File: src/rtl/muldiv_unit.sv
// muldiv_unit: multi-cycle multiply/divide sequencer that owns the HI/LO pair.
// It runs a shift-add multiply or a restoring divide, one bit per cycle, on
// operand magnitudes. A final FIX cycle then applies the result signs and
// writes HI/LO.
`timescale 1ns/1ps

module muldiv_unit #(
  parameter int WIDTH = 32,
  parameter int CNT_W = 5
) (
  input  logic             CLK,
  input  logic             RST,
  input  logic             Start,
  input  logic [5:0]       Funct,
  input  logic [WIDTH-1:0] Rdata1,
  input  logic [WIDTH-1:0] Rdata2,
  input  logic             Flush,
  output logic             Busy,
  output logic             Done,
  output logic             Stall,
  output logic [WIDTH-1:0] ReadData,
  output logic [WIDTH-1:0] Hi,
  output logic [WIDTH-1:0] Lo
);

  localparam logic [5:0] F_MFHI  = 6'h10;
  localparam logic [5:0] F_MTHI  = 6'h11;
  localparam logic [5:0] F_MFLO  = 6'h12;
  localparam logic [5:0] F_MTLO  = 6'h13;
  localparam logic [5:0] F_MULT  = 6'h18;
  localparam logic [5:0] F_MULTU = 6'h19;
  localparam logic [5:0] F_DIV   = 6'h1A;
  localparam logic [5:0] F_DIVU  = 6'h1B;

  typedef enum logic [1:0] {
    ST_IDLE = 2'd0,
    ST_CALC = 2'd1,
    ST_FIX  = 2'd2
  } state_t;

  // Two's-complement negation of a single-width value.
  function automatic logic [WIDTH-1:0] neg_w(input logic [WIDTH-1:0] v);
    neg_w = ~v + {{(WIDTH-1){1'b0}}, 1'b1};
  endfunction

  // Two's-complement negation of a double-width value.
  function automatic logic [2*WIDTH-1:0] neg_dw(input logic [2*WIDTH-1:0] v);
    neg_dw = ~v + {{(2*WIDTH-1){1'b0}}, 1'b1};
  endfunction

  state_t             state_r;
  logic [CNT_W-1:0]   cnt_r;
  // acc_r: multiply -> {partial product high, multiplier shifting out}
  //        divide   -> {remainder, dividend shifting out / quotient shifting in}
  logic [2*WIDTH-1:0] acc_r;
  logic [WIDTH-1:0]   opnd_r;     // multiplicand or divisor magnitude
  logic               is_div_r;
  logic               neg_res_r;  // negate product / quotient
  logic               neg_rem_r;  // negate remainder (dividend was negative)
  logic               dz_r;       // divide by zero
  logic [WIDTH-1:0]   hi_r;
  logic [WIDTH-1:0]   lo_r;
  logic               busy_r;
  logic               done_r;

  logic               is_signed_s;
  logic               is_muldiv_s;
  logic               is_div_op_s;
  logic               a_neg_s;
  logic               b_neg_s;
  logic [WIDTH-1:0]   a_abs_s;
  logic [WIDTH-1:0]   b_abs_s;

  logic [WIDTH:0]     mul_sum_s;
  logic [WIDTH:0]     rem_shift_s;
  logic [WIDTH:0]     div_trial_s;
  logic [2*WIDTH-1:0] acc_next_s;

  logic [2*WIDTH-1:0] prod_fix_s;
  logic [WIDTH-1:0]   quo_fix_s;
  logic [WIDTH-1:0]   rem_fix_s;
  logic [WIDTH-1:0]   fix_hi_s;
  logic [WIDTH-1:0]   fix_lo_s;

  assign Busy     = busy_r;
  assign Done     = done_r;
  assign Hi       = hi_r;
  assign Lo       = lo_r;
  assign Stall    = Start & busy_r;
  assign ReadData = (Funct == F_MFHI) ? hi_r : lo_r;

  // Decode the incoming request and form operand magnitudes for signed ops.
  always_comb begin
    is_signed_s = (Funct == F_MULT) || (Funct == F_DIV);
    is_div_op_s = (Funct == F_DIV)  || (Funct == F_DIVU);
    is_muldiv_s = (Funct == F_MULT) || (Funct == F_MULTU) || is_div_op_s;
    a_neg_s     = is_signed_s & Rdata1[WIDTH-1];
    b_neg_s     = is_signed_s & Rdata2[WIDTH-1];
    if (a_neg_s) begin
      a_abs_s = neg_w(Rdata1);
    end else begin
      a_abs_s = Rdata1;
    end
    if (b_neg_s) begin
      b_abs_s = neg_w(Rdata2);
    end else begin
      b_abs_s = Rdata2;
    end
  end

  // One radix-2 iteration: shift-add multiply or restoring divide.
  always_comb begin
    mul_sum_s   = {1'b0, acc_r[2*WIDTH-1:WIDTH]} + {1'b0, opnd_r};
    rem_shift_s = {acc_r[2*WIDTH-1:WIDTH], acc_r[WIDTH-1]};
    div_trial_s = rem_shift_s - {1'b0, opnd_r};
    acc_next_s  = acc_r;
    if (is_div_r) begin
      if (!div_trial_s[WIDTH]) begin
        acc_next_s = {div_trial_s[WIDTH-1:0], acc_r[WIDTH-2:0], 1'b1};
      end else begin
        acc_next_s = {rem_shift_s[WIDTH-1:0], acc_r[WIDTH-2:0], 1'b0};
      end
    end else begin
      if (acc_r[0]) begin
        acc_next_s = {mul_sum_s, acc_r[WIDTH-1:1]};
      end else begin
        acc_next_s = {1'b0, acc_r[2*WIDTH-1:1]};
      end
    end
  end

  // Sign correction applied in the FIX cycle.
  always_comb begin
    if (neg_res_r) begin
      prod_fix_s = neg_dw(acc_r);
    end else begin
      prod_fix_s = acc_r;
    end
    if (dz_r) begin
      quo_fix_s = {WIDTH{1'b1}};
    end else if (neg_res_r) begin
      quo_fix_s = neg_w(acc_r[WIDTH-1:0]);
    end else begin
      quo_fix_s = acc_r[WIDTH-1:0];
    end
    if (neg_rem_r) begin
      rem_fix_s = neg_w(acc_r[2*WIDTH-1:WIDTH]);
    end else begin
      rem_fix_s = acc_r[2*WIDTH-1:WIDTH];
    end
    if (is_div_r) begin
      fix_hi_s = rem_fix_s;
      fix_lo_s = quo_fix_s;
    end else begin
      fix_hi_s = prod_fix_s[2*WIDTH-1:WIDTH];
      fix_lo_s = prod_fix_s[WIDTH-1:0];
    end
  end

  // Sequencer: request acceptance, iteration, sign fix-up and HI/LO writes.
  always_ff @(posedge CLK) begin
    if (RST) begin
      state_r   <= ST_IDLE;
      cnt_r     <= {CNT_W{1'b0}};
      acc_r     <= {(2*WIDTH){1'b0}};
      opnd_r    <= {WIDTH{1'b0}};
      is_div_r  <= 1'b0;
      neg_res_r <= 1'b0;
      neg_rem_r <= 1'b0;
      dz_r      <= 1'b0;
      hi_r      <= {WIDTH{1'b0}};
      lo_r      <= {WIDTH{1'b0}};
      busy_r    <= 1'b0;
      done_r    <= 1'b0;
    end else begin
      done_r <= 1'b0;
      case (state_r)
        ST_IDLE: begin
          if (Start && !Flush) begin
            if (is_muldiv_s) begin
              acc_r     <= {{WIDTH{1'b0}}, a_abs_s};
              opnd_r    <= b_abs_s;
              is_div_r  <= is_div_op_s;
              neg_res_r <= a_neg_s ^ b_neg_s;
              neg_rem_r <= is_div_op_s & a_neg_s;
              dz_r      <= is_div_op_s & (Rdata2 == {WIDTH{1'b0}});
              cnt_r     <= {CNT_W{1'b0}};
              busy_r    <= 1'b1;
              state_r   <= ST_CALC;
            end else if (Funct == F_MTHI) begin
              hi_r <= Rdata1;
            end else if (Funct == F_MTLO) begin
              lo_r <= Rdata1;
            end else begin
              // MFHI/MFLO read combinationally; other functs are ignored.
              state_r <= ST_IDLE;
            end
          end else begin
            state_r <= ST_IDLE;
          end
        end
        ST_CALC: begin
          if (Flush) begin
            busy_r  <= 1'b0;
            state_r <= ST_IDLE;
          end else begin
            acc_r <= acc_next_s;
            cnt_r <= cnt_r + {{(CNT_W-1){1'b0}}, 1'b1};
            if (cnt_r == {CNT_W{1'b1}}) begin
              state_r <= ST_FIX;
            end else begin
              state_r <= ST_CALC;
            end
          end
        end
        ST_FIX: begin
          // A kill here wins over the HI/LO write.
          if (Flush) begin
            busy_r  <= 1'b0;
            state_r <= ST_IDLE;
          end else begin
            hi_r    <= fix_hi_s;
            lo_r    <= fix_lo_s;
            done_r  <= 1'b1;
            busy_r  <= 1'b0;
            state_r <= ST_IDLE;
          end
        end
        default: begin
          busy_r  <= 1'b0;
          state_r <= ST_IDLE;
        end
      endcase
    end
  end

endmodule

File: config.mk
export PLATFORM = sky130hd
export DESIGN_NAME = muldiv_unit
export DESIGN_NICKNAME = d
export VERILOG_FILES = /design/src/rtl/muldiv_unit.sv
export SDC_FILE = /design/constraint.sdc
export NUM_CORES = 1
export LEC_CHECK = 0
export ABC_AREA = 1
export CELL_PAD_IN_SITES_DETAIL_PLACEMENT = 0
export CELL_PAD_IN_SITES_GLOBAL_PLACEMENT = 1
export CORE_UTILIZATION = 40
export CTS_CLUSTER_SIZE = 8
export DETAILED_ROUTE_END_ITERATION = 7
export PLACE_DENSITY = 0.89
export SLEW_MARGIN = 20
export SYNTH_ARGS = -nofsm -noshare
export SYNTH_HDL_FRONTEND = slang
export SYNTH_SLANG_ARGS = --single-unit
export TNS_END_PERCENT = 100
File: constraint.sdc
create_clock -name CLK -period 2.9 [get_ports CLK]
set_input_delay 0.435 -clock CLK [delete_from_list [all_inputs] [get_ports CLK]]
set_output_delay 0.435 -clock CLK [all_outputs]
set_load 0.005 [all_outputs]
==> results of run 1 <==
-- metrics by stage --
stage          instance area, um^2  util, %  std cells  hold slack, ns
2_1_floorplan                17500        -       3164           0.428
3_3_place_gp                 20700     48.1       3967           0.454
3_5_place_dp                 20700     48.1       3967           0.475
4_1_cts                      21300     49.4       3999           0.485
5_1_grt                      21300     49.4       3999           0.522
6_report                     21300     49.4       3999           0.479
-- where the power goes --
part	total, W	internal (W)	switching, W
Clock	0.00239	0.00124	0.00115
Combinational	0.00117	0.000429	0.000743
Sequential	0.00241	0.00239	0.0000242
-- cell usage after synthesis (9+ instances only) --
master | n | area share [%]
nand3_1 | 230 | 6.6
o31ai_1 | 9 | 0.39
nor2_2 | 11 | 0.39
o21ai_1 | 49 | 1.4
xor2_1 | 22 | 1.1
xnor2_1 | 27 | 1.4
nor3_1 | 46 | 1.3
nor2_1 | 352 | 7.5
ha_1 | 70 | 5.0
a21oi_1 | 306 | 8.7
buf_2 | 15 | 0.43
buf_1 | 12 | 0.26
nand2_2 | 9 | 0.32
nand3b_1 | 14 | 0.60
o211ai_1 | 9 | 0.39
nand4_1 | 29 | 1.0
nand2_1 | 870 | 19
inv_2 | 15 | 0.32
clkbuf_1 | 78 | 1.7
mux2_2 | 30 | 1.9
inv_1 | 460 | 9.9
o21ai_0 | 219 | 6.3
a31oi_1 | 32 | 1.1
dfxtp_1 | 173 | 20
-- tightest hold or removal path: cells and delay by family (launching register included) --
family / cells / cell delay [ns]
compound gates: 1 / 0.06
flops: 1 / 0.32
simple gates: 1 / 0.06
-- sequential cells by signal, indices dropped and copies added (netlist names), 2 cells and up --
name and cells:
Hi 32, cnt_r 5, Lo 32, state_r 2, acc_r 64, opnd_r 32
-- layer usage --
layer	share of wire (%)	track usage [%]	vias up	wire (um)
li1	-	-	10684	-
met1	39	43.3	10130	32600
met2	46	61.7	944	38600
met3	7.3	6.84	244	6210
met4	8.3	27.7	0	7040
met5	0	0	-	0
-- cells by family (layout without fill, tap and decap cells) --
kind of cell    Yosys count  after routing  synth area share (%)
compound gates          656            656                  19.8
fa+ha+maj                72             72                  5.23
buf+inv                 591            841                  13.1
xor+xnor                 49             49                  2.45
mux                      30             30                  1.93
flops                   173            173                  19.8
simple gates           1593           1593                  37.7
-- worst min-delay path by stage --
stage / startpoint / end / slack (ns)
floorplan: dz_r$_SDFFE_PP0P_ / dz_r$_SDFFE_PP0P_ / 0.43
global placement: cnt_r[4]$_SDFFE_PP0P_ / cnt_r[4]$_SDFFE_PP0P_ / 0.45
detailed placement: cnt_r[4]$_SDFFE_PP0P_ / cnt_r[4]$_SDFFE_PP0P_ / 0.48
CTS: cnt_r[4]$_SDFFE_PP0P_ / cnt_r[4]$_SDFFE_PP0P_ / 0.48
global route: cnt_r[4]$_SDFFE_PP0P_ / cnt_r[4]$_SDFFE_PP0P_ / 0.52
finish: cnt_r[4]$_SDFFE_PP0P_ / cnt_r[4]$_SDFFE_PP0P_ / 0.48
-- area by class of cell --
cell class | instances | area, um^2 | share of cell area [%]
inverter | 477 | 1790 | 8.40
timing repair buffer | 332 | 2990 | 14.0
tap | 585 | 732 | 3.43
sequential | 173 | 3470 | 16.2
clock buffer | 19 | 453 | 2.12
multi-input combinational | 2400 | 11800 | 55.2
clock inverter | 13 | 131 | 0.615
==> summary.md, run 1 <==
| Metric | Value |
|---|---|
| Num ports | roughly 170 |
| Cells after Synth | 3164 |
| Final hold viol count | 0 |
| Final min period | ~2.7 ns |
| R2R Path End | acc_r[53]$_SDFFE_PP0P_ |
| WP buf/inv | 3 |
| Final Setup Violations | 0 |
| IR drop worst, VDD | 0.000322 V |
| Status | complete, no violations |
| Layout cell share with drive strength beyond 1 | 8.23% |
| Sink Count | 173 |
| Post-CTS Hold Buffers | 0 |
| LEAKAGE | between 10 and 15 nW |
| Most common cell after layout, fill and taps aside | nand2_1 |
| Synth Net Count | approximately 3300 |
| Root buffer cell | clkbuf_16 |
| Post-CTS setup buffers | 0 |
| Clock transition at path regs | approximately 0.07 ns |
| NumNets Final | about 3500 |
| Die Y | between 200 and 250 um |
| Rows | 76 |
| GRT overflow | 0 |
| Total power | between 0.005 and 0.006 W |
| Crit end category | flop |
| Cell count along the critical path | 13 |
| Worst R2R Start | opnd_r[18]$_SDFFE_PP0P_ |
| Die area | roughly 0.045 mm^2 |
| Ys flop type | dfxtp_1 |
| Delay of the slowest critical-path stage | between 0.4 and 0.5 ns |
| Port bufs | about 170 |
| Slew headroom | 42.9% |
| Max Transition Viols Final | 0 |
| Syn-to-layout area delta | 21.9% |
| Crit path required time | ~3.3 ns |
| RSZ-0062 raised after global routing | false |
| Synth cell types | 48 |
| Latest clock arrival within the worst-skew pair | between 0.4 and 0.5 ns |
| Max Clock Freq | 0.370 GHz |
| Register area share after synthesis | 19.8% |
| CTS tree | done |
| R2r setup slk | ~0.2 ns |
| DIE WIDTH | approximately 210 um |
| Post-synth ARST share | 0% |
| Reg2Reg Depth | 13 |
| Ys Warns | 0 |
| Top cell family by delay on the critical path | simple AND/OR/NAND/NOR gates |
| # DRC | 0 |
| Final period util | 93.2% |
| Place WS | -0.0341 ns |
| Worst Max-Slew Pin Slew | ~0.86 ns |
| Startpoint types | flop |
| CP Max Fanout | 5 |
| Gr usage total | between 30% and 40% |
| Iteration-0 DRC Markers | between 2000 and 2500 |
| Max-Cap Viols | 0 |
| Skew final | 0.0187 ns |
| DR vias | between 20000 and 25000 |
| Post-synth EDFFs | 0 |
| Pin count of the biggest net entering global routing | 85 |
| CP max-delay cell | dfxtp_1 |
| CTS HTree Levels | 4 |
| Longest Clk Path Bufs | 2 |
| Placer congestion estimate | between 1 and 1.5 |
| Core Region | 0.0432 mm^2 |
| First-pass GRT wire length | 124 mm |
| Initial antenna violation count | 0 |
| FF+latch count, synth | approximately 170 |
| Wire per inst | roughly 21 um |
| Crit-path cells | buf_4 -> ha_1 -> nand2_1 -> nor2_1 -> inv_1 -> nor3_2 -> buf_4 -> nand3_1 -> nand4_1 -> nand3_1 -> a21oi_1 -> nand2_1 -> a21oi_1 |
| Setup crit start | opnd_r[18]$_SDFFE_PP0P_ |
| First-pass detailed-route iteration total | 6 |
| Setup ws final | 0.196 ns |
| Mapped cell area | 0.0175 mm^2 |
| Starting Density | between 40% and 50% |
| Ant diodes | 0 |
| TritonCTS Buffers | 17 |
| Cell area power density | between 200 and 300 mW/mm^2 |
| Critical path class | reg -> reg |
| Fillers | 4708 |
| Avg Cell Area, Syn | 5.53 um^2 |
| Total Wirelength | between 80 and 90 mm |
| Crit path DAT | between 3 and 4 ns |
| HPWL after DPL | slightly below 70 mm |
| Worst Hold Class | reg -> reg |
| Most frequent cells in the layout | nand2_1 (870), inv_1 (459), nor2_1 (352) |
| Vias in the first global route | 20184 |
| Hold Path Stages | 2 |
| TNS Setup | 0 ns |
| Post-CTS Resized | 0 |
| Vias per cell | around 5.5 |
| Post-DRT Antenna Nets | 0 |
| Critical Path Sink | acc_r[53]$_SDFFE_PP0P_ |
No activity file was read; power rests on OpenSTA's default activity.
==> inputs of run 2 (changes only) <==
--- a/config.mk
+++ b/config.mk
@@ -7,4 +7,5 @@
 export LEC_CHECK = 0
 export ABC_AREA = 1
+export CAP_MARGIN = 20
 export CELL_PAD_IN_SITES_DETAIL_PLACEMENT = 0
 export CELL_PAD_IN_SITES_GLOBAL_PLACEMENT = 1
==> constraint.sdc (replaced) <==
create_clock -name CLK -period 2.9 [get_ports CLK]
set_input_delay 0.58 -clock CLK [delete_from_list [all_inputs] [get_ports CLK]]
set_output_delay 0.58 -clock CLK [all_outputs]
set_load 0.005 [all_outputs]
==> run 2 against run 1 <==
  * Clock skew is 0.0062 ns lower
  * Worst hold slack lost 0.0012 ns
  * Cell area up 1.9%
  * Critical path type is now in -> out
==> summary.md, run 2 (synthesis gave the netlist of run 1 again) <==
| Metric | Value |
|---|---|
| Status | complete, no violations |
| Crit path DAT | ~2.3 ns |
| Critical path class | in -> out |
| Latest clock arrival within the worst-skew pair | 0.50 ns |
| Max-Cap Viols | 0 |
| Cell area power density | 280 mW/mm^2 |
| DR vias | ~22000 |
| Post-CTS Resized | 0 |
| Hold slack | roughly 0.48 ns |
| Placer congestion estimate | approximately 1.0 |
| Iteration-0 DRC Markers | 2268 |
| Clock transition at path regs | ~0.07 ns |
| Ant diodes | 0 |
| Post-DRT Antenna Nets | 0 |
| Crit path required time | 2.32 ns |
| Die area | 0.0446 mm^2 |
| Skew final | between 0.01 and 0.015 ns |
| Crit end category | output port |
| Final period util | approximately 99% |
| Initial antenna violation count | 1 |
| First-pass detailed-route iteration total | 6 |
| Num ports | approximately 170 |
| Most common cell after layout, fill and taps aside | nand2_1 |
| Root buffer cell | clkbuf_16 |
| Worst Hold Class | reg -> reg |
| Fillers | about 4600 |
| TritonCTS Buffers | 17 |
| First-pass GRT wire length | between 100 and 150 mm |
| Vias per cell | around 5.5 |
| Final hold viol count | 0 |
| DIE WIDTH | roughly 210 um |
| IR drop worst, VDD | roughly 0.00040 V |
| Starting Density | between 40% and 50% |
| Longest Clk Path Bufs | 2 |
| Wire per inst | between 20 and 25 um |
| CTS HTree Levels | 4 |
| Post-CTS setup buffers | 0 |
| Post-DP Area | 0.0210 mm^2 |
| Max Clock Freq | 0.350 GHz |
| Total power | just over 0.006 W |
| Multi-input gate area | between 0.01 and 0.015 mm^2 |
| Final Setup Violations | 0 |
| Final core utilization | between 50% and 60% |
| Total Wirelength | 86.3 mm |
| Max Transition Viols Final | 0 |
| Largest register FFs | between 60 and 70 |
| Post-route cell area | between 0.02 and 0.025 mm^2 |
| Pin count of the biggest net entering global routing | ~110 |
| Startpoint types | input pin |
| Die Y | around 210 um |
| Gr usage total | 38.2% |
| CP Max Fanout | 17 |
| Vias in the first global route | 20439 |
| GRT overflow | 0 |
| Core Region | 0.0432 mm^2 |
| Reg area | ~0.0035 mm^2 |
| Final min period | about 2.9 ns |
| HPWL after DPL | between 70 and 80 mm |
| # DRC | 0 |
| Layout cell share with drive strength beyond 1 | 9.18% |
| Slew headroom | 47.2% |
| Largest Register | acc_r |
| Port bufs | 172 |
| NumNets Final | about 3600 |
| Syn-to-layout area delta | 24.2% |
| Most frequent cells in the layout | nand2_1 (870), inv_1 (459), nor2_1 (350) |
| LEAKAGE | around 11 nW |
| Sink Count | between 150 and 200 |
| Worst Max-Slew Pin Slew | between 0.7 and 0.8 ns |
| Post-CTS Hold Buffers | 0 |
| CTS tree | done |
| Rows | 76 |
[run 2: cell count changes in the layout (fill, tap and decap cells not counted), moves of 3 or more]
cell             change
buf_4               +23
clkinv_2             +3
buf_12               +6
clkdlybuf4s50_1      -3
dlymetal6s2s_1       +3
clkinvlp_4           -5
[run 2: critical path: stages]
cell and delay [ns]:
clkdlybuf4s50_1 0.42, nor2_1 0.20, nand3_4 0.14, clkbuf_16 0.21, mux2_2 0.28, clkdlybuf4s50_1 0.44
[run 2: report_power, final]
part / switching [W] / internal (W) / total (W)
combinational: 0.000754 / 0.000457 / 0.00121
clock: 0.00116 / 0.00131 / 0.00247
sequential: 0.0000235 / 0.00239 / 0.00241
[run 2: through the flow]
| stage | setup TNS, ns | setup WS (ns) | cells |
|---|---|---|---|
| floorplan | 0 | 0.578 | 3164 |
| global placement | 0 | 0.0291 | 3996 |
| detailed placement | 0 | 0.00724 | 3996 |
| CTS | 0 | 0.00175 | 4028 |
| global route | -0.0291 | -0.00874 | 4029 |
| finish | 0 | 0.0397 | 4029 |
[run 2: routing by layer]
metal | GRT usage [%] | vias to the layer above | part of all wire [%]
met1 | 43.9 | 10198 | 38
met3 | 8.00 | 244 | 7.6
li1 | - | 10728 | -
met2 | 63.2 | 922 | 46
met4 | 27.1 | 2 | 7.6
met5 | 0 | - | 0.019
[run 2: final timing paths]
| kind | from | to | slack, ns | depth (start not counted) |
|---|---|---|---|---|
| worst max register to register | opnd_r[0]$_SDFFE_PP0P_ | acc_r[59]$_SDFFE_PP0P_ | 0.11 | 14 |
| worst min-delay path | cnt_r[4]$_SDFFE_PP0P_ | cnt_r[4]$_SDFFE_PP0P_ | 0.48 | 2 |
| worst min register to register | cnt_r[4]$_SDFFE_PP0P_ | cnt_r[4]$_SDFFE_PP0P_ | 0.48 | 2 |
| worst max-delay path | Funct[1] | ReadData[8] | 0.04 | 6 |
[run 2: final cells by class]
class | count | share of cell area (%)
clock buffers | 18 | 2.02
clock inverters | 14 | 0.731
inverters | 477 | 8.25
multi-input cells | 2400 | 54.4
flip-flops and latches | 173 | 15.9
well taps | 585 | 3.37
repair buffers | 362 | 15.3
